File: config.mk
export PLATFORM = sky130hd
export DESIGN_NAME = sb_spi_slave
export DESIGN_NICKNAME = d
export VERILOG_FILES = /design/src/rtl/sb_spi_pkg.sv /design/src/rtl/sb_spi_sync.sv /design/src/rtl/sb_spi_slave.sv
export SDC_FILE = /design/constraint.sdc
export NUM_CORES = 1
export LEC_CHECK = 0
export ABC_AREA = 1
export BUFFER_PORTS_ARGS = -buffer_cell sky130_fd_sc_hd__buf_2
export CELL_PAD_IN_SITES_DETAIL_PLACEMENT = 0
export CELL_PAD_IN_SITES_GLOBAL_PLACEMENT = 1
export CORE_ASPECT_RATIO = 1.25
export CORE_MARGIN = 2
export CORE_UTILIZATION = 49
export CTS_CLUSTER_SIZE = 8
export DETAILED_ROUTE_END_ITERATION = 7
export PLACE_DENSITY_LB_ADDON = 0.08
export SYNTH_ARGS = -nofsm -noshare
export SYNTH_HDL_FRONTEND = slang
export SYNTH_SLANG_ARGS = --single-unit
File: constraint.sdc
create_clock -name clk -period 2.65 [get_ports clk]
set_clock_uncertainty 0.1 [all_clocks]
set_input_delay 0.53 -clock clk [delete_from_list [all_inputs] [get_ports clk]]
set_output_delay 0.53 -clock clk [all_outputs]
set_load 0.02 [all_outputs]
File: src/rtl/sb_spi_pkg.sv
// Shared constants for the slave-only SPI block: register addresses
// and the bit positions of status and control fields.
package sb_spi_pkg;

  localparam logic [7:0] ADDR_CR0  = 8'h08;
  localparam logic [7:0] ADDR_CR1  = 8'h09;
  localparam logic [7:0] ADDR_CR2  = 8'h0A;
  localparam logic [7:0] ADDR_BR   = 8'h0B;
  localparam logic [7:0] ADDR_SR   = 8'h0C;
  localparam logic [7:0] ADDR_TXDR = 8'h0D;
  localparam logic [7:0] ADDR_RXDR = 8'h0E;
  localparam logic [7:0] ADDR_CSR  = 8'h0F;

  localparam int SR_TIP  = 7;
  localparam int SR_BUSY = 6;
  localparam int SR_TOE  = 5;
  localparam int SR_TRDY = 4;
  localparam int SR_RRDY = 3;
  localparam int SR_ROE  = 2;

  localparam int CR1_SPE  = 7;
  localparam int CR2_LSBF = 0;

endpackage

File: src/rtl/sb_spi_sync.sv
// Multi-stage input synchronizer with rise/fall pulses on the synced value.
// Ports: clk, rst_n, d (async input) -> q (synced), rise, fall (1-cycle pulses).
module sb_spi_sync #(
  parameter int   STAGES  = 2,
  parameter logic RST_VAL = 1'b0
) (
  input  logic clk,
  input  logic rst_n,
  input  logic d,
  output logic q,
  output logic rise,
  output logic fall
);

  logic [STAGES-1:0] chain;
  logic              prev;

  always_ff @(posedge clk or negedge rst_n) begin
    if (!rst_n) begin
      chain <= {STAGES{RST_VAL}};
      prev  <= RST_VAL;
    end else begin
      chain <= STAGES'({chain, d});
      prev  <= q;
    end
  end

  assign q    = chain[STAGES-1];
  assign rise = q & ~prev;
  assign fall = ~q & prev;

endmodule

File: src/rtl/sb_spi_slave.sv
// Slave-only SPI block (mode 0) behind an 8-bit strobe/ack register bus.
// Ports: sb* system bus, spi_* pins; spi_mi unused, spi_mo tied low.
module sb_spi_slave
  import sb_spi_pkg::*;
#(
  parameter int         SYNC_STAGES  = 2,
  parameter logic [7:0] TX_IDLE_BYTE = 8'h00
) (
  input  logic       clk,
  input  logic       rst_n,
  input  logic       sbstbi,
  input  logic       sbrwi,
  input  logic [7:0] sbadri,
  input  logic [7:0] sbdati,
  output logic [7:0] sbdato,
  output logic       sbacko,
  input  logic       spi_scki,
  input  logic       spi_scsni,
  input  logic       spi_si,
  output logic       spi_so,
  input  logic       spi_mi,
  output logic       spi_mo
);

  logic [7:0] cr0, cr1, cr2, br, csr;
  logic [7:0] txdr, rxdr, sr, rdata;
  logic [7:0] tx_sr, rx_sr, rx_nxt;
  logic [2:0] bit_cnt;
  logic       trdy, rrdy, roe, toe;
  logic       sck_q, sck_rise, sck_fall;
  logic       ss_q, ss_fall, mosi_q;
  logic       ss_rise_unused, mosi_rise_unused;
  logic       mosi_fall_unused, sck_q_unused;
  logic       spi_mi_unused;
  logic       spe, lsbf, active, acc, wr, rd;
  logic       rd_rx, rd_sr, wr_tx, load, complete;

  sb_spi_sync #(.STAGES(SYNC_STAGES), .RST_VAL(1'b0)) u_sck (
    .clk(clk), .rst_n(rst_n), .d(spi_scki),
    .q(sck_q), .rise(sck_rise), .fall(sck_fall)
  );

  sb_spi_sync #(.STAGES(SYNC_STAGES), .RST_VAL(1'b1)) u_ss (
    .clk(clk), .rst_n(rst_n), .d(spi_scsni),
    .q(ss_q), .rise(ss_rise_unused), .fall(ss_fall)
  );

  sb_spi_sync #(.STAGES(SYNC_STAGES), .RST_VAL(1'b0)) u_mosi (
    .clk(clk), .rst_n(rst_n), .d(spi_si),
    .q(mosi_q), .rise(mosi_rise_unused), .fall(mosi_fall_unused)
  );

  assign sck_q_unused  = sck_q;
  assign spi_mi_unused = spi_mi;
  assign spi_mo        = 1'b0;

  assign spe    = cr1[CR1_SPE];
  assign lsbf   = cr2[CR2_LSBF];
  assign active = spe & ~ss_q;

  // A strobe held through its ack cycle must not start a second access.
  assign acc   = sbstbi & ~sbacko;
  assign wr    = acc & sbrwi;
  assign rd    = acc & ~sbrwi;
  assign rd_rx = rd & (sbadri == ADDR_RXDR);
  assign rd_sr = rd & (sbadri == ADDR_SR);
  assign wr_tx = wr & (sbadri == ADDR_TXDR);

  assign complete = active & ~ss_fall & sck_rise & (bit_cnt == 3'd7);
  assign load     = active & (ss_fall | complete);

  assign rx_nxt = lsbf ? {mosi_q, rx_sr[7:1]} : {rx_sr[6:0], mosi_q};
  assign spi_so = active & (lsbf ? tx_sr[0] : tx_sr[7]);

  always_comb begin
    sr          = '0;
    sr[SR_TIP]  = |bit_cnt;
    sr[SR_BUSY] = active;
    sr[SR_TOE]  = toe;
    sr[SR_TRDY] = trdy;
    sr[SR_RRDY] = rrdy;
    sr[SR_ROE]  = roe;
  end

  always_comb begin
    rdata = '0;
    case (sbadri)
      ADDR_CR0:  rdata = cr0;
      ADDR_CR1:  rdata = cr1;
      ADDR_CR2:  rdata = cr2;
      ADDR_BR:   rdata = br;
      ADDR_SR:   rdata = sr;
      ADDR_RXDR: rdata = rxdr;
      ADDR_CSR:  rdata = csr;
      default:   rdata = '0;
    endcase
  end

  always_ff @(posedge clk or negedge rst_n) begin
    if (!rst_n) begin
      sbacko <= 1'b0;
      sbdato <= '0;
    end else begin
      sbacko <= acc;
      sbdato <= rd ? rdata : 8'h00;
    end
  end

  always_ff @(posedge clk or negedge rst_n) begin
    if (!rst_n) begin
      cr0 <= '0;
      cr1 <= '0;
      cr2 <= '0;
      br  <= '0;
      csr <= '0;
    end else if (wr) begin
      case (sbadri)
        ADDR_CR0: cr0 <= sbdati;
        ADDR_CR1: cr1 <= sbdati;
        ADDR_CR2: cr2 <= sbdati;
        ADDR_BR:  br  <= sbdati;
        ADDR_CSR: csr <= sbdati;
        default:  ;
      endcase
    end
  end

  // Fall shifts are skipped at count 0 so the byte just loaded on the
  // 8th rising edge is not advanced by the trailing falling edge.
  always_ff @(posedge clk or negedge rst_n) begin
    if (!rst_n) begin
      bit_cnt <= '0;
      tx_sr   <= '0;
      rx_sr   <= '0;
    end else begin
      if (!active || ss_fall) begin
        bit_cnt <= '0;
      end else if (sck_rise) begin
        bit_cnt <= bit_cnt + 3'd1;
        rx_sr   <= rx_nxt;
      end else if (sck_fall && bit_cnt != 3'd0) begin
        tx_sr <= lsbf ? (tx_sr >> 1) : (tx_sr << 1);
      end
      if (load) tx_sr <= trdy ? TX_IDLE_BYTE : txdr;
    end
  end

  // Later assignments take priority: byte completion beats an RXDR
  // read, and a TXDR write beats the load that consumed the old TRDY.
  always_ff @(posedge clk or negedge rst_n) begin
    if (!rst_n) begin
      txdr <= '0;
      rxdr <= '0;
      trdy <= 1'b1;
      rrdy <= 1'b0;
      roe  <= 1'b0;
      toe  <= 1'b0;
    end else begin
      if (rd_rx) begin
        rrdy <= 1'b0;
        roe  <= 1'b0;
      end
      if (rd_sr) begin
        toe <= 1'b0;
        roe <= 1'b0;
      end
      if (complete) begin
        rxdr <= rx_nxt;
        rrdy <= 1'b1;
        if (rrdy && !rd_rx) roe <= 1'b1;
      end
      if (load) begin
        if (trdy) toe  <= 1'b1;
        else      trdy <= 1'b1;
      end
      if (wr_tx) begin
        txdr <= sbdati;
        trdy <= 1'b0;
      end
    end
  end

endmodule

Word-level counts from Yosys, hierarchy flattened:

Index checks and enable logic that the tools add are counted.

* bits in registers: 96
* latch bits: 0
* bits in writable memories: 0
* memory bits (read-only): 0
* input bits: 24
* word-level logic and storage cells: 97
* memories kept: 0

* add/sub/neg operators: 1
* multiply operators: 0
* div/mod/pow operators: 0
* order comparisons: 0
* equality and inequality tests: 11
* shift operators: 0
* mux-type cells: 23
* bitwise operators: 23
* reductions and logical operators: 18

Operators with widths (number)
* $eq A8 B4 Y1 const B: 8
* $mux W8: 8
* $pmux W8 S7: 1
* $and A1 B1 Y1: 15
* $mux W1: 12
* $reduce_and A2 Y1: 6
* $reduce_bool A2 Y1: 4
* $not A1 Y1: 7
* $mux W3: 2
* $add A3 B1 Y3 const B: 1
* $eq A3 B3 Y1 const B: 1
* $reduce_and A3 Y1: 1
* $reduce_bool A3 Y1: 1
* $reduce_or A3 Y1: 1
* $logic_and A1 B1 Y1: 2
* $logic_not A1 Y1: 2
* $ne A2 B1 Y1 const B: 1
* $ne A2 B2 Y1 const B: 1
* $logic_or A1 B1 Y1: 1
* $or A1 B1 Y1: 1

Depth between registers and ports, before layout:

Gate-level depths: netlist of the first run.

* word-level depth: 10
* depth in mapped cells: 10
* depth with buffers taken out: 9

Cells and area by module:

Synthesis of the first run repeated with hierarchy kept, for this count alone.

* cell total of the unflattened synthesis: 552
* area, all modules: 4519.3 sq um

By module, submodules not included
* sb_spi_slave: times used 1, cells an instance 531, area an instance 4245.3 sq um, sequential area each 2203.4 sq um
* sb_spi_sync (u_mosi ...): times used 2, cells an instance 7, area an instance 90.1 sq um, sequential area each 75.1 sq um
* sb_spi_sync (u_ss): times used 1, cells an instance 7, area an instance 93.8 sq um, sequential area each 78.8 sq um

Least setup slack after synthesis of the first run:

Ideal clock, no wire load.

* path type: reg2out
* start point: reg cr2[0]
* end point: out spi_so
* arrival: 1170 ps
* required time: 2020 ps
* path slack: 850 ps
* stages on the path, launching flop included: 5
* path buffers: 2
* cells stage by stage: dfrtp_1 -> buf_2 -> clkbuf_1 -> o21ai_0 -> a21oi_1

* cells in the longest elaborated chain, start to end: 2

Ends and longest elaborated chain
* from (decl): RTL line sb_spi_slave.sv:25 `logic [7:0] cr0, cr1, cr2, br, csr;`
* from (signal assigned): RTL line sb_spi_slave.sv:120 `ADDR_CR2: cr2 <= sbdati;`
* $mux W1: RTL line sb_spi_slave.sv:73 `assign spi_so = active & (lsbf ? tx_sr[0] : tx_sr[7]);`
* $and A1 B1 Y1: RTL line sb_spi_slave.sv:73
* to (decl): RTL line sb_spi_slave.sv:20 `output logic spi_so,`

No other way between the ends.

Final worst setup path of the first run:

* start point: reg cr1[7]
* end point: out spi_so

* cells in the longest elaborated chain, start to end: 2

Ends and longest elaborated chain
* from (decl): RTL line sb_spi_slave.sv:25
* from (signal assigned): RTL line sb_spi_slave.sv:119 `ADDR_CR1: cr1 <= sbdati;`
* $and A1 B1 Y1: RTL line sb_spi_slave.sv:59 `assign active = spe & ~ss_q;`
* $and A1 B1 Y1: RTL line sb_spi_slave.sv:73

No other way between the ends.

==> impl_results.rst, run 1 <==
.. list-table::
   :header-rows: 1

   * - Metric
     - Value
   * - Number of nets in the synthesized netlist
     - roughly 600
   * - Area Overhead vs Synth
     - 10.9%
   * - Share of synthesized area occupied by flip-flops and latches
     - between 50 and 60%
   * - Status
     - finished clean
   * - Sum of negative setup slack
     - 0 ns
   * - Floorplan Core Area
     - between 9000 and 10000 um^2
   * - Number of input and output port buffers inserted
     - 32
   * - Hold buffers post-CTS
     - 0
   * - DRC marker count from the first detailed-route iteration
     - between 200 and 250
   * - Count of final setup violators
     - 0
   * - Fin crit share
     - 81.9%
   * - Crit Path Class
     - flip-flop to primary output
   * - Routability-driven placement congestion ratio
     - approximately 0.8
   * - Number of flops mapped to enable cells by yosys
     - 0
   * - Pins Over Slew Limit
     - 0
   * - CTS Buffer Depth
     - 2
   * - Maximum level of the CTS H-tree
     - 3
   * - DRC violations left
     - 0
   * - Clock net sink count
     - 96
   * - Height of the die
     - between 100 and 150 um
   * - Worst slew margin
     - 66.5%
   * - Critical-path maximum fanout
     - 12
   * - Clk slew on worst S/H paths
     - around 0.06 ns
   * - Share of flip-flops with an asynchronous set or reset
     - 100%
   * - Vias
     - 3629
   * - Starting utilization of the core area
     - between 40% and 50%
   * - Via count of the first global-routing pass
     - roughly 3.5k
   * - Routed len/inst
     - approximately 15 um
   * - Final min period
     - approximately 2.2 ns
   * - Clock latency of the later-clocked register in the worst-skew pair
     - about 0.34 ns
   * - Max Cap Violations
     - 0
   * - CTS tree
     - built
   * - Smallest hold slack
     - approximately 0.047 ns
   * - Seq cells post-synth
     - 96
   * - Kind of end point of the critical path
     - primary output
   * - DP Area
     - approximately 5000 um^2
   * - Startpoint kind of the worst setup timing path
     - flip-flop
   * - CTS buffer count
     - 9
   * - CP required
     - 2.02 ns
   * - Leakage power total
     - between 2 and 3 nW
   * - Power per Cell Area
     - approximately 560 nW/um^2
   * - Die Area
     - 10500 um^2
   * - Achievable frequency
     - about 0.46 GHz
   * - Chip width
     - around 90 um
   * - Remaining global-route overflow
     - 0
   * - Yosys warning count
     - 0
   * - Post-detailed-placement half-perimeter wirelength
     - roughly 7500 um
   * - Overall power after layout
     - ~2.9 mW
   * - Antenna cells
     - 0
   * - Ratio of cells with drive above 1 in the final layout
     - approximately 22%
   * - Worst Tran Pin Value
     - roughly 0.50 ns
   * - Root buffer cell
     - sky130_fd_sc_hd__clkbuf_16
   * - Number of cells in the design after placement
     - 702
   * - Post-CTS repair timing setup buffer count
     - 0
   * - Syn Area/Cell
     - between 8 and 9 um^2
   * - Worst vdd rail ir drop
     - ~0.00040 V
   * - Number of hold violations in the final report
     - 0
   * - Cell row count
     - 40
   * - Overall routing resource usage
     - 22.0%
   * - Path class of the lowest-slack min-delay path
     - input port to async pin
   * - Post-cts repair resize count
     - 0
   * - Maximum number of pins on one net before global-route repair
     - 39
   * - # nets final
     - around 610
   * - Main synth FF type
     - sky130_fd_sc_hd__dfrtp_1
   * - Overall routed net length
     - 10500 um
   * - Distinct cell type count after synthesis
     - 30
   * - Post-route antenna net violation count
     - 0
   * - Mapped Area
     - approximately 4700 um^2
   * - Top-level I/O count
     - 35
   * - Initial antenna violation count
     - 0
   * - First-pass DRT Iterations
     - 5
   * - Final non-filler cell total
     - roughly 720
   * - Final instance area
     - approximately 5200 um^2
   * - Unrepaired setup endpoints after global routing
     - false
   * - Syn Inst Count
     - around 560
   * - Wire length of the first global-routing pass
     - 17800 um
   * - Worst EP arrival
     - ~1.5 ns
   * - Vias per inst
     - roughly 5
==> cell type report <==
class,count,area [um^2]
Inverter,50,189
Fill cell,900,4260
Clock buffer,12,256
Multi-Input combinational cell,391,1990
Clock inverter,3,17.5
Tap cell,126,158
Sequential cell,96,2410
Timing Repair Buffer,39,228
==> critical path, cell delays in order, from the launching register on <==
cell                      delay (ns)
sky130_fd_sc_hd__dfrtp_1        0.42
sky130_fd_sc_hd__nand2_1        0.13
sky130_fd_sc_hd__inv_2          0.21
sky130_fd_sc_hd__o21ai_0        0.14
sky130_fd_sc_hd__a21oi_1        0.12
sky130_fd_sc_hd__buf_2          0.18
==> power breakdown <==
part / leakage [nW] / switching (mW) / internal, mW / total, mW
Clock: 0.134 / 0.530 / 0.679 / 1.21
Combinational: 1.18 / 0.140 / 0.0549 / 0.195
Sequential: 1.30 / 0.0240 / 1.51 / 1.53
==> metrics by stage <==
step,setup WS [ns],utilization (%)
after CTS,0.448,55.2
after global placement,0.550,52.3
after detailed placement,0.543,52.3
after floorplan,0.850,-
after global routing,0.335,55.2
final,0.479,55.2
==> final timing paths <==
check                      cells past startpoint                         to                       from  slack, ns
max                                            5                     spi_so         cr1[7]$_DFFE_PN0P_       0.48
min                                            1       tx_sr[2]$_DFFE_PN0P_                      rst_n       0.05
max reg2reg                                    8       tx_sr[4]$_DFFE_PN0P_     bit_cnt[0]$_DFFE_PN0P_       0.76
min reg2reg                                    0  u_mosi.chain[1]$_DFF_PN0_  u_mosi.chain[0]$_DFF_PN0_       0.25
max in group asynchronous                      2    u_ss.chain[0]$_DFF_PN1_                      rst_n       1.74
min in group clk                               1    u_ss.chain[0]$_DFF_PN1_                  spi_scsni       0.18
==> sequential cells by signal (all words and copies together) (netlist names), 3 cells and up <==
name	cells
rxdr	8
br	8
txdr	8
rx_sr	8
cr2	8
cr1	8
csr	8
tx_sr	8
sbdato	8
cr0	8
bit_cnt	3
==> Yosys cell counts (all sizes together) (3+ instances only) <==
master  count  area [um^2]
a21oi      10         50.1
buf        17          134
clkbuf      3         11.3
dfrtp      92         2300
dfstp       4          105
ha          3         37.5
inv        48          180
nand2     167          689
nand3      67          358
nor2       67          334
o21ai      72          484
==> layout by cell type (no fill, tap or decap), types with 10 or more instances in the layout <==
cell type	instances
sky130_fd_sc_hd__a21oi_1	10
sky130_fd_sc_hd__inv_1	40
sky130_fd_sc_hd__nand2_2	13
sky130_fd_sc_hd__nand2_1	150
sky130_fd_sc_hd__o21ai_2	33
sky130_fd_sc_hd__buf_2	31
sky130_fd_sc_hd__dfrtp_1	92
sky130_fd_sc_hd__nand3_1	64
sky130_fd_sc_hd__o21ai_1	17
sky130_fd_sc_hd__nor2_1	57
sky130_fd_sc_hd__o21ai_0	22
==> metal layers <==
metal / vias up / GRT usage (%) / part of all wire (%)
li1: 1837 / - / -
met5: - / 0 / 0
met1: 1709 / 32.4 / 48
met2: 67 / 32.5 / 46
met3: 16 / 3.76 / 4.0
met4: 0 / 8.86 / 2.3
==> cells by family after synthesis <==
logic type      after synthesis  share of synthesized area (%)
other cells                   1                         0.0792
fa+ha+maj                     3                          0.793
simple gates                304                           29.8
compound gates               83                           11.4
buf+inv                      70                           7.06
flops                        96                           50.9
Power figures use the tool's default switching activity.
==> inputs of run 2 (changes only) <==
ABC_AREA = 0   (was 1)
CORE_UTILIZATION = 44   (was 49)
clock period = 1.84 ns   (was 2.65 ns; I/O delays follow)
==> run 2 against run 1 <==
- setup slack worse by 0.41 ns
- combinational power up 37%
- power up 58%
==> impl_results.rst, run 2 <==
.. list-table::
   :header-rows: 1

   * - Metric
     - Value
   * - Status
     - finished clean
   * - Hold path startpoint
     - spi_scsni
   * - Overall routed net length
     - 9070 um
   * - Critical-path maximum fanout
     - 3
   * - First-pass DRT Iterations
     - 4
   * - Syn Area/Cell
     - 12.9 um^2
   * - Area Overhead vs Synth
     - 22.8%
   * - Combinational share of power
     - between 5 and 6%
   * - Worst EP arrival
     - roughly 1.3 ns
   * - Share of flip-flops with an asynchronous set or reset
     - 100%
   * - Number of flops mapped to enable cells by yosys
     - 0
   * - Most common cell after layout, fill and taps aside
     - sky130_fd_sc_hd__dfrtp_1
   * - Sum of negative setup slack
     - 0 ns
   * - Height of the die
     - 116 um
   * - Post-detailed-placement half-perimeter wirelength
     - about 6600 um
   * - Path class of the lowest-slack min-delay path
     - input port to flip-flop
   * - Worst vdd rail ir drop
     - about 0.00047 V
   * - Cell row count
     - 40
   * - Root buffer cell
     - sky130_fd_sc_hd__clkbuf_16
   * - Yosys warning count
     - 0
   * - Top cell family by delay on the critical path
     - flip-flops
   * - Die Area
     - 10800 um^2
   * - Final min period
     - between 1.5 and 2 ns
   * - Maximum level of the CTS H-tree
     - 3
   * - Fill cell total of the finished layout
     - 847
   * - Ratio of cells with drive above 1 in the final layout
     - 40.3%
   * - Critical R2R Launch
     - sbacko$_DFF_PN0_
   * - Area fraction of the dominant cell type after synthesis
     - 52.4%
   * - Number of input and output port buffers inserted
     - 32
   * - Number of nets in the synthesized netlist
     - between 300 and 400
   * - Leakage power total
     - 2.55 nW
   * - Overall power after layout
     - roughly 4.6 mW
   * - Achievable frequency
     - about 0.56 GHz
   * - Library cell occupying the most area in the post-synthesis netlist
     - sky130_fd_sc_hd__dfrtp_1
   * - Kind of end point of the critical path
     - primary output
   * - Count of final setup violators
     - 0
   * - Largest stage delay on the critical path
     - 0.55 ns
   * - Share of synthesized area occupied by flip-flops and latches
     - a little over half
   * - CTS Buffer Depth
     - 2
   * - Floorplan Core Area
     - around 9700 um^2
   * - Startpoint kind of the worst setup timing path
     - flip-flop
   * - Ordered cell list for the critical path
     - nand2b_4 -> buf_6 -> nor2_1 -> buf_4
   * - Maximum number of pins on one net before global-route repair
     - 30
   * - Routed len/inst
     - 17.1 um
   * - Top-level I/O count
     - 35
   * - Post-route antenna net violation count
     - 0
   * - Cell with the most instances after synthesis
     - sky130_fd_sc_hd__dfrtp_1
   * - # nets final
     - roughly 430
   * - DRC violations left
     - 0
   * - Main synth FF type
     - sky130_fd_sc_hd__dfrtp_1
   * - Power per Cell Area
     - about 860 nW/um^2
   * - Clock share of power
     - between 40 and 50%
   * - Overall routing resource usage
     - about a fifth
   * - Seq cells post-synth
     - 96
   * - Start point of the critical path
     - u_ss.chain[1]$_DFF_PN1_
   * - Highest-count cells in the layout ignoring fill and taps
     - sky130_fd_sc_hd__dfrtp_1, sky130_fd_sc_hd__mux2_2, sky130_fd_sc_hd__mux2i_1, sky130_fd_sc_hd__buf_2, sky130_fd_sc_hd__buf_4
   * - Distinct cell type count after synthesis
     - 42
   * - Max Cap Violations
     - 0
   * - Number of hold violations in the final report
     - 0
   * - Remaining global-route overflow
     - 0
   * - Initial antenna violation count
     - 0
   * - Unrepaired setup endpoints after global routing
     - false
   * - Fin crit share
     - a little over nine tenths
   * - Antenna cells
     - 0
   * - Crit path max-delay cell type
     - sky130_fd_sc_hd__dfstp_2
   * - Internal Power
     - 3.67 mW
   * - Wire length of the first global-routing pass
     - around 15000 um
   * - CP required
     - between 1 and 1.5 ns
   * - Crit Path Class
     - flip-flop to primary output
   * - Clk slew on worst S/H paths
     - 0.06 ns
   * - Mapped Area
     - between 4000 and 5000 um^2
   * - Vias per inst
     - between 5 and 6
   * - Net Sw Power
     - about 960 uW
   * - CTS tree
     - built
   * - Syn Inst Count
     - 341
   * - Share of power burned in registers
     - 47.1%
   * - Starting utilization of the core area
     - 45.5%
   * - Pins Over Slew Limit
     - 0
   * - DRC marker count from the first detailed-route iteration
     - 80
   * - Via count of the first global-routing pass
     - 2942
   * - Smallest hold slack
     - between 0.02 and 0.025 ns
   * - Area occupied by registers
     - roughly 2400 um^2
   * - Vias
     - ~2.7k
   * - Total area of multi-input combinational cells
     - around 1900 um^2
   * - Biggest area contributors in the synthesized netlist
     - sky130_fd_sc_hd__dfrtp_1, sky130_fd_sc_hd__mux2_2, sky130_fd_sc_hd__mux2i_1
   * - Critical path buffer and inverter count
     - 2
   * - Clock net sink count
     - 96
   * - Routability-driven placement congestion ratio
     - roughly 0.76
   * - Net switching fraction of the power
     - 20.7%
   * - CTS buffer count
     - 9
   * - Chip width
     - between 90 and 100 um
   * - Clock latency of the later-clocked register in the worst-skew pair
     - approximately 0.34 ns
   * - Cell types with the highest counts after synthesis
     - sky130_fd_sc_hd__dfrtp_1, sky130_fd_sc_hd__mux2_2, sky130_fd_sc_hd__mux2i_1
## run 2: cell count changes in the layout (fill, tap and decap cells not counted), sizes merged, moves of 28 or more
cell   delta
buf      +28
inv      -42
mux2     +55
mux2i    +33
nand2   -149
nand3    -63
nor2     -58
o21ai    -52
## run 2: what timing repair did
action | CTS | global route
setup buffers | 0 | 2
hold buffers | 1 | 0
resized for setup | 3 | 7
endpoints found under the hold margin | 19 | 0
endpoints found under the setup margin | 4 | 35
pin swaps | 2 | 2
## run 2: cells by family (layout without fill, tap and decap cells)
| family | Yosys count | in the layout | synth area share [%] |
|---|---|---|---|
| compound gates | 40 | 40 | 5.70 |
| xor+xnor | 1 | 1 | 0.199 |
| fa+ha+maj | 3 | 3 | 0.855 |
| buf+inv | 27 | 90 | 2.62 |
| flops | 96 | 96 | 54.8 |
| mux | 94 | 94 | 24.7 |
| other cells | 1 | 1 | 0.0854 |
| simple gates | 79 | 79 | 11.0 |
## run 2: worst paths after layout
check                                                 to  slack (ns)  depth (start not counted)
worst max register to register             toe$_DFF_PN0_        0.07                          5
worst min register to register  u_sck.chain[1]$_DFF_PN0_        0.25                          0
worst min-delay path             u_ss.chain[0]$_DFF_PN1_        0.02                          1
max in group asynchronous        u_ss.chain[0]$_DFF_PN1_        0.66                          3
worst max-delay path                              spi_so        0.07                          4
min in group asynchronous         bit_cnt[0]$_DFFE_PN0P_        0.37                          2
## run 2: layout make-up
type / count / area share, %
Sequential cell: 96 / 44.7
Multi-Input combinational cell: 218 / 35.3
Timing Repair Buffer: 68 / 10.0
Clock buffer: 11 / 4.69
Tap cell: 126 / 2.92
Clock inverter: 5 / 1.90
Inverter: 6 / 0.418
## run 2: power groups by stage
| stage | registers, mW | clock network [mW] | logic, mW |
|---|---|---|---|
| after floorplan | 2.21 | 0 | 0.128 |
| after global placement | 2.22 | 0 | 0.265 |
| after detailed placement | 2.22 | 0 | 0.269 |
| after CTS | 2.18 | 2.24 | 0.273 |
| after global routing | 2.18 | 2.33 | 0.300 |
| final | 2.18 | 2.18 | 0.268 |
## run 2: through the flow
step / instance area (um^2) / utilization (%) / worst slack [ns] / cells
2_1_floorplan: 4410 / - / -0.00883 / 341
3_3_place_gp: 4980 / 51.6 / -0.205 / 511
3_5_place_dp: 4980 / 51.6 / -0.212 / 511
4_1_cts: 5360 / 55.5 / 0.0109 / 528
5_1_grt: 5390 / 55.8 / 0.00167 / 530
6_report: 5390 / 55.8 / 0.0681 / 530
## run 2: per-layer routing
metal	part of all wire, %	GRT usage [%]	up-vias
li1	-	-	1333
met1	45	24.3	1339
met2	51	32.2	23
met3	2.5	4.23	6
met4	0.85	5.00	0
met5	0	0	-
